`src/rtl/rr_grant_arbiter_if.sv`:
```
// Request/grant bundle between requesters and the round-robin arbiter.
// The master side drives requests and release; the slave side (the arbiter) drives the grant.
interface rr_grant_arbiter_if #(
    parameter int N   = 8,
    parameter int IDW = 3
);
    logic [N-1:0]   req;
    logic           done;
    logic [N-1:0]   gnt;
    logic [IDW-1:0] gnt_id;
    logic           gnt_valid;
    logic           timeout;

    modport master (
        output req,
        output done,
        input  gnt,
        input  gnt_id,
        input  gnt_valid,
        input  timeout
    );

    modport slave (
        input  req,
        input  done,
        output gnt,
        output gnt_id,
        output gnt_valid,
        output timeout
    );
endinterface

```
`src/rtl/rr_grant_arbiter.sv`:
```
// Round-robin arbiter with held grants, owner release and hold timeout.
// Search starts at a pointer that moves past the owner on each release.
module rr_grant_arbiter #(
    parameter int N        = 8,
    parameter int IDW      = 3,
    parameter int MAX_HOLD = 16,
    parameter int HW       = 8
) (
    input  logic                clk,
    input  logic                rst_n,
    rr_grant_arbiter_if.slave   bus
);

    typedef enum logic {
        IDLE,
        GRANT
    } state_t;

    localparam bit            HOLD_EN   = (MAX_HOLD != 0);
    localparam logic [HW-1:0] HOLD_LAST =
        HOLD_EN ? HW'(MAX_HOLD - 1) : '0;
    localparam logic [IDW:0]  N_W       = (IDW+1)'(N);
    localparam logic [IDW-1:0] LAST_ID  = IDW'(N - 1);

    state_t         state_q, state_d;
    logic [IDW-1:0] ptr_q, ptr_d;
    logic [HW-1:0]  cnt_q, cnt_d;
    logic [N-1:0]   gnt_q, gnt_d;
    logic [IDW-1:0] id_q, id_d;
    logic           valid_q, valid_d;
    logic           to_q, to_d;

    logic [2*N-1:0] req_rot;
    logic           win_ok;
    logic [IDW:0]   win_sum;
    logic [IDW-1:0] win;
    logic           owner_req;
    logic           hit_max;
    logic           release_now;

    assign req_rot     = {bus.req, bus.req} >> ptr_q;
    assign owner_req   = bus.req[id_q];
    assign hit_max     = HOLD_EN && (cnt_q == HOLD_LAST);
    assign release_now = bus.done || !owner_req || hit_max;

    // Rotating-priority search: first requester at or after ptr, wrapping.
    always_comb begin
        win_ok  = 1'b0;
        win_sum = '0;
        for (int i = 0; i < N; i++) begin
            if (!win_ok && req_rot[i]) begin
                win_ok  = 1'b1;
                win_sum = {1'b0, ptr_q} + (IDW+1)'(i);
            end
        end
        if (win_sum >= N_W) begin
            win_sum = win_sum - N_W;
        end
        win = win_sum[IDW-1:0];
    end

    // State and all registered outputs; reset clears everything at once.
    always_ff @(posedge clk or negedge rst_n) begin
        if (!rst_n) begin
            state_q <= IDLE;
            ptr_q   <= '0;
            cnt_q   <= '0;
            gnt_q   <= '0;
            id_q    <= '0;
            valid_q <= 1'b0;
            to_q    <= 1'b0;
        end else begin
            state_q <= state_d;
            ptr_q   <= ptr_d;
            cnt_q   <= cnt_d;
            gnt_q   <= gnt_d;
            id_q    <= id_d;
            valid_q <= valid_d;
            to_q    <= to_d;
        end
    end

    // Next state: grant on any request, drop back to idle on release.
    always_comb begin
        state_d = state_q;
        unique case (state_q)
            IDLE:    if (win_ok) state_d = GRANT;
            GRANT:   if (release_now) state_d = IDLE;
            default: state_d = IDLE;
        endcase
    end

    // Next outputs; timeout flags only a release caused by the count alone.
    always_comb begin
        ptr_d   = ptr_q;
        cnt_d   = cnt_q;
        gnt_d   = gnt_q;
        id_d    = id_q;
        valid_d = valid_q;
        to_d    = 1'b0;
        unique case (state_q)
            IDLE: begin
                if (win_ok) begin
                    gnt_d   = N'(1) << win;
                    id_d    = win;
                    valid_d = 1'b1;
                    cnt_d   = '0;
                end
            end
            GRANT: begin
                if (release_now) begin
                    gnt_d   = '0;
                    valid_d = 1'b0;
                    ptr_d   = (id_q == LAST_ID) ? '0 : id_q + IDW'(1);
                    to_d    = hit_max && !bus.done && owner_req;
                end else begin
                    cnt_d = cnt_q + HW'(1);
                end
            end
            default: begin
                gnt_d   = '0;
                valid_d = 1'b0;
            end
        endcase
    end

    assign bus.gnt       = gnt_q;
    assign bus.gnt_id    = id_q;
    assign bus.gnt_valid = valid_q;
    assign bus.timeout   = to_q;

endmodule

```
`src/flat_wrapper.sv`:
```
// flat-port wrapper written by rule: the top's interface ports become plain ports
module rr_grant_arbiter_flat 
#(
    parameter int N        = 8,
    parameter int IDW      = 3,
    parameter int MAX_HOLD = 16,
    parameter int HW       = 8
)
  (clk, rst_n, bus_req, bus_done, bus_gnt, bus_gnt_id, bus_gnt_valid, bus_timeout);
  rr_grant_arbiter_if #(.N(N), .IDW(IDW)) bus_i ();
  input  logic clk;
  input  logic rst_n;
  input wire logic [$bits(bus_i.req)-1:0] bus_req;
  input wire logic [$bits(bus_i.done)-1:0] bus_done;
  output wire logic [$bits(bus_i.gnt)-1:0] bus_gnt;
  output wire logic [$bits(bus_i.gnt_id)-1:0] bus_gnt_id;
  output wire logic [$bits(bus_i.gnt_valid)-1:0] bus_gnt_valid;
  output wire logic [$bits(bus_i.timeout)-1:0] bus_timeout;
  assign bus_i.req = bus_req;
  assign bus_i.done = bus_done;
  assign bus_gnt = bus_i.gnt;
  assign bus_gnt_id = bus_i.gnt_id;
  assign bus_gnt_valid = bus_i.gnt_valid;
  assign bus_timeout = bus_i.timeout;
  rr_grant_arbiter #(.N(N), .IDW(IDW), .MAX_HOLD(MAX_HOLD), .HW(HW)) u_core (.clk(clk), .rst_n(rst_n), .bus(bus_i));
endmodule
```
`config.mk`:
```
export PLATFORM = sky130hd
export DESIGN_NAME = rr_grant_arbiter_flat
export DESIGN_NICKNAME = d
export VERILOG_FILES = /design/src/rtl/rr_grant_arbiter_if.sv /design/src/rtl/rr_grant_arbiter.sv /design/src/flat_wrapper.sv
export SDC_FILE = /design/constraint.sdc
export NUM_CORES = 1
export LEC_CHECK = 0
export BUFFER_PORTS_ARGS = -buffer_cell sky130_fd_sc_hd__buf_2
export CORE_MARGIN = 5
export CORE_UTILIZATION = 45
export CTS_CLUSTER_SIZE = 12
export DETAILED_ROUTE_END_ITERATION = 6
export PLACE_DENSITY = 0.7
export SYNTH_ARGS = -nofsm -noshare
export SYNTH_HDL_FRONTEND = slang
export SYNTH_SLANG_ARGS = --single-unit
```
`constraint.sdc`:
```
create_clock -name clk -period 3.7 [get_ports clk]
set_input_delay 0.37 -clock clk [delete_from_list [all_inputs] [get_ports clk]]
set_output_delay 0.37 -clock clk [all_outputs]
set_load 0.02 [all_outputs]
```
### Word level (Yosys, flattened, before mapping)

Cells that the tools add are included.

| cells by class | value |
|---|---|
| add/subtract/negate cells | 10 |
| order comparisons | 2 |
| equal/unequal tests | 5 |
| shift operators | 2 |
| mux-type cells | 34 |
| bitwise operators | 1 |
| reduce and logical (&&, ||, !) cells | 24 |

Operator list:

| operator | count |
|---|---|
| $mux 8 | 4 |
| $pmux 8 s2 | 2 |
| $mux 4 | 7 |
| $add 3x3->4 const B | 4 |
| $shr 16x3->8 | 1 |
| $mux 1 | 15 |
| $logic_and 1x1->1 | 9 |
| $logic_not 1->1 | 9 |
| $mux 3 | 3 |
| $add 3x2->4 const B | 2 |
| $add 8x1->8 const B | 1 |
| $eq 8x4->1 const B | 1 |
| $reduce_and 2->1 | 4 |
| $shl 1x3->8 const A | 1 |
| $add 3x1->4 const B | 1 |
| $ge 4x4->1 const B | 1 |
| $lt 3x4->1 const B | 1 |
| $ne 2x2->1 const B | 2 |
| $pmux 1 s2 | 2 |
| $add 3x1->3 const B | 1 |
| $bmux 1 s3 | 1 |
| $eq 3x3->1 const B | 1 |
| $sub 3x1->3 const B | 1 |
| $logic_or 1x1->1 | 2 |
| 2 further kinds | 2 |

| storage, ports and cells | value |
|---|---|
| register bits | 25 |
| input port bits | 11 |
| output and inout port bits | 13 |
| logic and storage cells | 85 |

### Depth between registers and ports, before layout

| logic depth | value |
|---|---|
| depth after elaboration | 28 |
| mapped depth | 11 |
| gate-level depth less buffers | 8 |

### Least setup slack after synthesis

No wires, ideal clock.

| path | value |
|---|---|
| kind | register to register |
| start point | register u_core.ptr_q[1] |
| end point | register u_core.gnt_q[5], in the netlist u_core.bus.gnt[5] |
| library setup time | 0.096 ns |
| arrival | 2.542 ns |
| required time | 3.604 ns |
| setup slack | 1.062 ns |
| stages on the path, launching flop included | 10 |
| path buffers | 2 |
| clock period less this slack | 2.638 ns |
| cell sequence | dfrtp_1 -> buf_2 -> buf_2 -> mux4_2 -> mux2i_4 -> nand2_2 -> or4b_4 -> o221a_1 -> and3_4 -> o31ai_1 |

| between the ends | value |
|---|---|
| longest elaborated chain between the ends | 28 |
| elaborated cells on any way between the ends | 46 |
| classes of those cells | add/sub: 8; order compare: 1; eq/ne: 1; shift: 2; mux: 19; reduce/logical: 15 |

Ends and longest elaborated chain:

| element | line | text |
|---|---|---|
| start, declared | rr_grant_arbiter.sv:26 | `logic [IDW-1:0] ptr_q, ptr_d;` |
| start signal, assigned | rr_grant_arbiter.sv:74 | `ptr_q <= ptr_d;` |
| $shr 16x3->8 | rr_grant_arbiter.sv:41 | `assign req_rot = {bus.req, bus.req} >> ptr_q;` |
| $mux 1 | rr_grant_arbiter.sv:51 | `if (!win_ok && req_rot[i]) begin` |
| $logic_not 1->1 | rr_grant_arbiter.sv:51 |  |
| $logic_and 1x1->1 | rr_grant_arbiter.sv:51 |  |
| $mux 1 | rr_grant_arbiter.sv:51 |  |
| $logic_not 1->1 | rr_grant_arbiter.sv:51 |  |
| $logic_and 1x1->1 | rr_grant_arbiter.sv:51 |  |
| $mux 1 | rr_grant_arbiter.sv:51 |  |
| [... 12 more ...] | n/a |  |
| $logic_not 1->1 | rr_grant_arbiter.sv:51 |  |
| $logic_and 1x1->1 | rr_grant_arbiter.sv:51 |  |
| $mux 4 | rr_grant_arbiter.sv:51 |  |
| $ge 4x4->1 or $sub 3x1->3 (tied branches) | rr_grant_arbiter.sv:56, rr_grant_arbiter.sv:57 |  |
| $mux 3 | rr_grant_arbiter.sv:56 | `if (win_sum >= N_W) begin` |
| $shl 1x3->8 | rr_grant_arbiter.sv:104 | `gnt_d = N'(1) << win;` |
| $mux 8 | rr_grant_arbiter.sv:103 | `if (win_ok) begin` |
| $pmux 8 s2 | rr_grant_arbiter.sv:101 | `unique case (state_q)` |
| end signal, assigned | rr_grant_arbiter.sv:76 | `gnt_q <= gnt_d;` |
| end, declared | rr_grant_arbiter.sv:28 | `logic [N-1:0] gnt_q, gnt_d;` |

Parallel ways exist; a longest one is shown, timed or not. The select of a mux whose other input is x is not followed.
A chain may end at the register's enable or synchronous reset.

### Worst setup path after layout

Same ends and word-level chain as after synthesis.

==> out/qor.csv <==
metric;value;unit
clk_latency;0.27;ns
synthXorXnorAreaFrac;1.73;%
hold_viol;0;
ys_seq_area_share;30.9;%
drt_iter0_drc;85;
die_area;0.00593;mm2
crit_type;reg2reg;
layout.cells.non_filler;282;
syn_area;0.00202;mm2
routedWlPerCell;16.5;um
finalSetupTns;0;ns
dp_hpwl;3560;um
timing.hold.ws;0.0771;ns
ios;24;
worstMarginPinSlew;0.680;ns
drive_gt1_share;23.5;%
synth_warnings;0;
grt_pass1_wl;7850;um
status;finished, final reports clean;
gr-usage-all-layers;15.7;%
synth_mux_area_share;23.8;%
p_int;0.997;mW
root_buffer;clkbuf_8;
fp.dieW;77.0;um
fin_crit;3.14;ns
synthAdderAreaFrac;3.09;%
required;3.88;ns
syn_to_final_growth;10.1;%
synth_edf_count;0;
antenna_found_initial;0;
r2r_cells;7;
synth_top_family_by_area;multiplexers;
fp.dieH;77.0;um
portBuffers;23;
synth_flop_cell;dfrtp_1;
setup_violations;0;
gp_congestion;0.892;
drt_wl_total;4660;um
antenna_cells;0;
yosys.area_share.simple;16.4;%
synth_seq_cells;25;
p_seq_share;23.6;%
end_kind;flip-flop;
final_antenna_net_count;0;
clk_pin_slew;0.09;ns
power_density;901;mW/mm2
cts_hold_buf;0;
placementRows;24;
final_nets;247;
pwr-share-comb;68.2;%
skew;0.0101;ns
ys_types;52;
cap_violations;0;
slew_violations;0;
grt_max_degree;26;
route.vias.total;1718;
switchingPower;1.01;mW
grt_pass1_vias;1619;
grt_overflow;0;
arrival;3.32;ns
period_share;84.7;%
swShare;50.3;%
fmax;0.319;GHz
synthesis.nets;225;
dp.cells;278;
async_flop_share;100;%
cp_max_fo;18;
rsz0062_at_grt;false;
slew_headroom;54.7;%
dr.pass1.iters;4;
cts.path.max_buffers;2;
h-tree-depth;1;
p_leak;0.952;nW
finalPower;2.01;mW
start_util;46.4;%
clock_sinks;25;
vdd_ir_drop_max;0.000491;V
cts_tree;yes;
routed_via_density;6.09;
postCtsSetupBuffers;0;
syn_inst;209;
hold_class;in2async;
core;0.00435;mm2
cts.repair.resized;0;
power.share.clock;8.2;%
drc;0;
synth_compound_area_share;19.3;%
syn_avg_cell_area;9.67;um2
cts_buffers;3;
worst_setup_path_start_kind;flip-flop;
==> Yosys cell counts, types with 5 or more instances <==
library cell	count	share of area, %
nand2_1	25	4.6
dfrtp_1	25	31
mux4_2	10	11
o21ai_1	5	1.2
nor2_1	12	2.2
mux2_2	7	3.9
inv_1	10	1.9
nand3_1	9	2.2
buf_2	7	1.7
o21ai_0	6	1.5
a21oi_1	7	1.7
ha_1	5	3.1
o31ai_1	10	3.7
mux2i_1	11	5.4
==> routing by layer <==
layer	part of all wire, %	global-route usage, %	vias to the layer above	routed length [um]
li1	-	-	843	-
met1	47	22.5	836	2210
met2	48	25.0	37	2230
met3	4.9	3.75	2	229
met4	0.086	1.72	0	4
met5	0	0	-	0
==> power by group through the flow <==
| stage | Clock (mW) | Combinational (mW) | Sequential, mW |
|---|---|---|---|
| CTS | 0.172 | 1.36 | 0.475 |
| global route | 0.184 | 1.49 | 0.492 |
| floorplan | 0 | 1.05 | 0.466 |
| detailed placement | 0 | 1.36 | 0.480 |
| global placement | 0 | 1.35 | 0.479 |
| finish | 0.165 | 1.37 | 0.473 |
==> stage by stage <==
stage / instance area [um2] / worst slack, ns / utilization (%)
finish: 2230 / 0.565 / 51.1
global route: 2230 / 0.367 / 51.1
CTS: 2230 / 0.566 / 51.1
detailed placement: 2180 / 0.581 / 50.0
global placement: 2180 / 0.602 / 50.0
floorplan: 2020 / 1.06 / -
==> registers in the layout, indices dropped and copies added, names as in the netlist <==
register / flops
u_core.cnt_q: 8
u_core.ptr_q: 3
u_core.bus.gnt: 8
u_core.bus.gnt_id: 3
u_core.state_q: 1
u_core.bus.timeout: 1
u_core.bus.gnt_valid: 1
==> area by class of cell <==
class,instances,area (um2)
tap,52,65.1
timing repair buffer,27,145
clock buffer,3,41.3
fill,395,2130
sequential,25,626
multi-input combinational,163,1300
inverter,11,41.3
clock inverter,1,7.51
==> placed cells by master (no fill, tap or decap), types with 2 or more instances in the layout <==
cell,instances
o21a_1,2
nand2_1,25
o31ai_1,10
xnor2_1,4
a2111oi_0,2
a21o_1,3
o21ai_0,6
a31oi_1,3
a21oi_1,7
nor2_1,12
clkbuf_8,3
mux4_2,10
nand3_1,9
nand3b_1,2
ha_1,5
or3_1,4
buf_2,23
mux2_2,7
mux2_1,2
buf_4,4
o2111ai_1,3
dfrtp_1,25
nor3_1,4
inv_1,10
o21ai_1,5
mux2i_1,11
o211a_1,2
mux2i_4,2
==> cell families after synthesis <==
group                    count (synthesis)
multiplexers                            32
AND/OR/NAND/NOR                         67
adder cells (fa/ha/maj)                  5
XOR/XNOR                                 4
buffers and inverters                   21
AO/OA/AOI/OAI                           55
flip-flops                              25
==> worst max-delay path, cell delays in order (launching register included) <==
cell and delay [ns]:
dfrtp_1 0.79, mux2_2 0.45, mux2i_1 0.30, a32oi_1 0.23
or4b_4 0.59, o221a_1 0.26, and3_4 0.18, o31ai_1 0.25
==> path summary, 6_finish.rpt <==
| check | from | endpoint | slack [ns] |
|---|---|---|---|
| min | rst_n | u_core.state_q$_DFF_PN0_ | 0.08 |
| max reg2reg | u_core.ptr_q[1]$_DFFE_PN0P_ | u_core.bus.gnt[5]$_DFFE_PN0P_ | 0.56 |
| min in group clk | bus_done | u_core.bus.timeout$_DFF_PN0_ | 0.37 |
| min reg2reg | u_core.bus.gnt[3]$_DFFE_PN0P_ | u_core.bus.gnt[3]$_DFFE_PN0P_ | 0.48 |
| max | u_core.ptr_q[1]$_DFFE_PN0P_ | u_core.bus.gnt[5]$_DFFE_PN0P_ | 0.56 |
| max in group asynchronous | rst_n | u_core.ptr_q[2]$_DFFE_PN0P_ | 3.25 |
No activity file was read; power rests on OpenSTA's default activity.
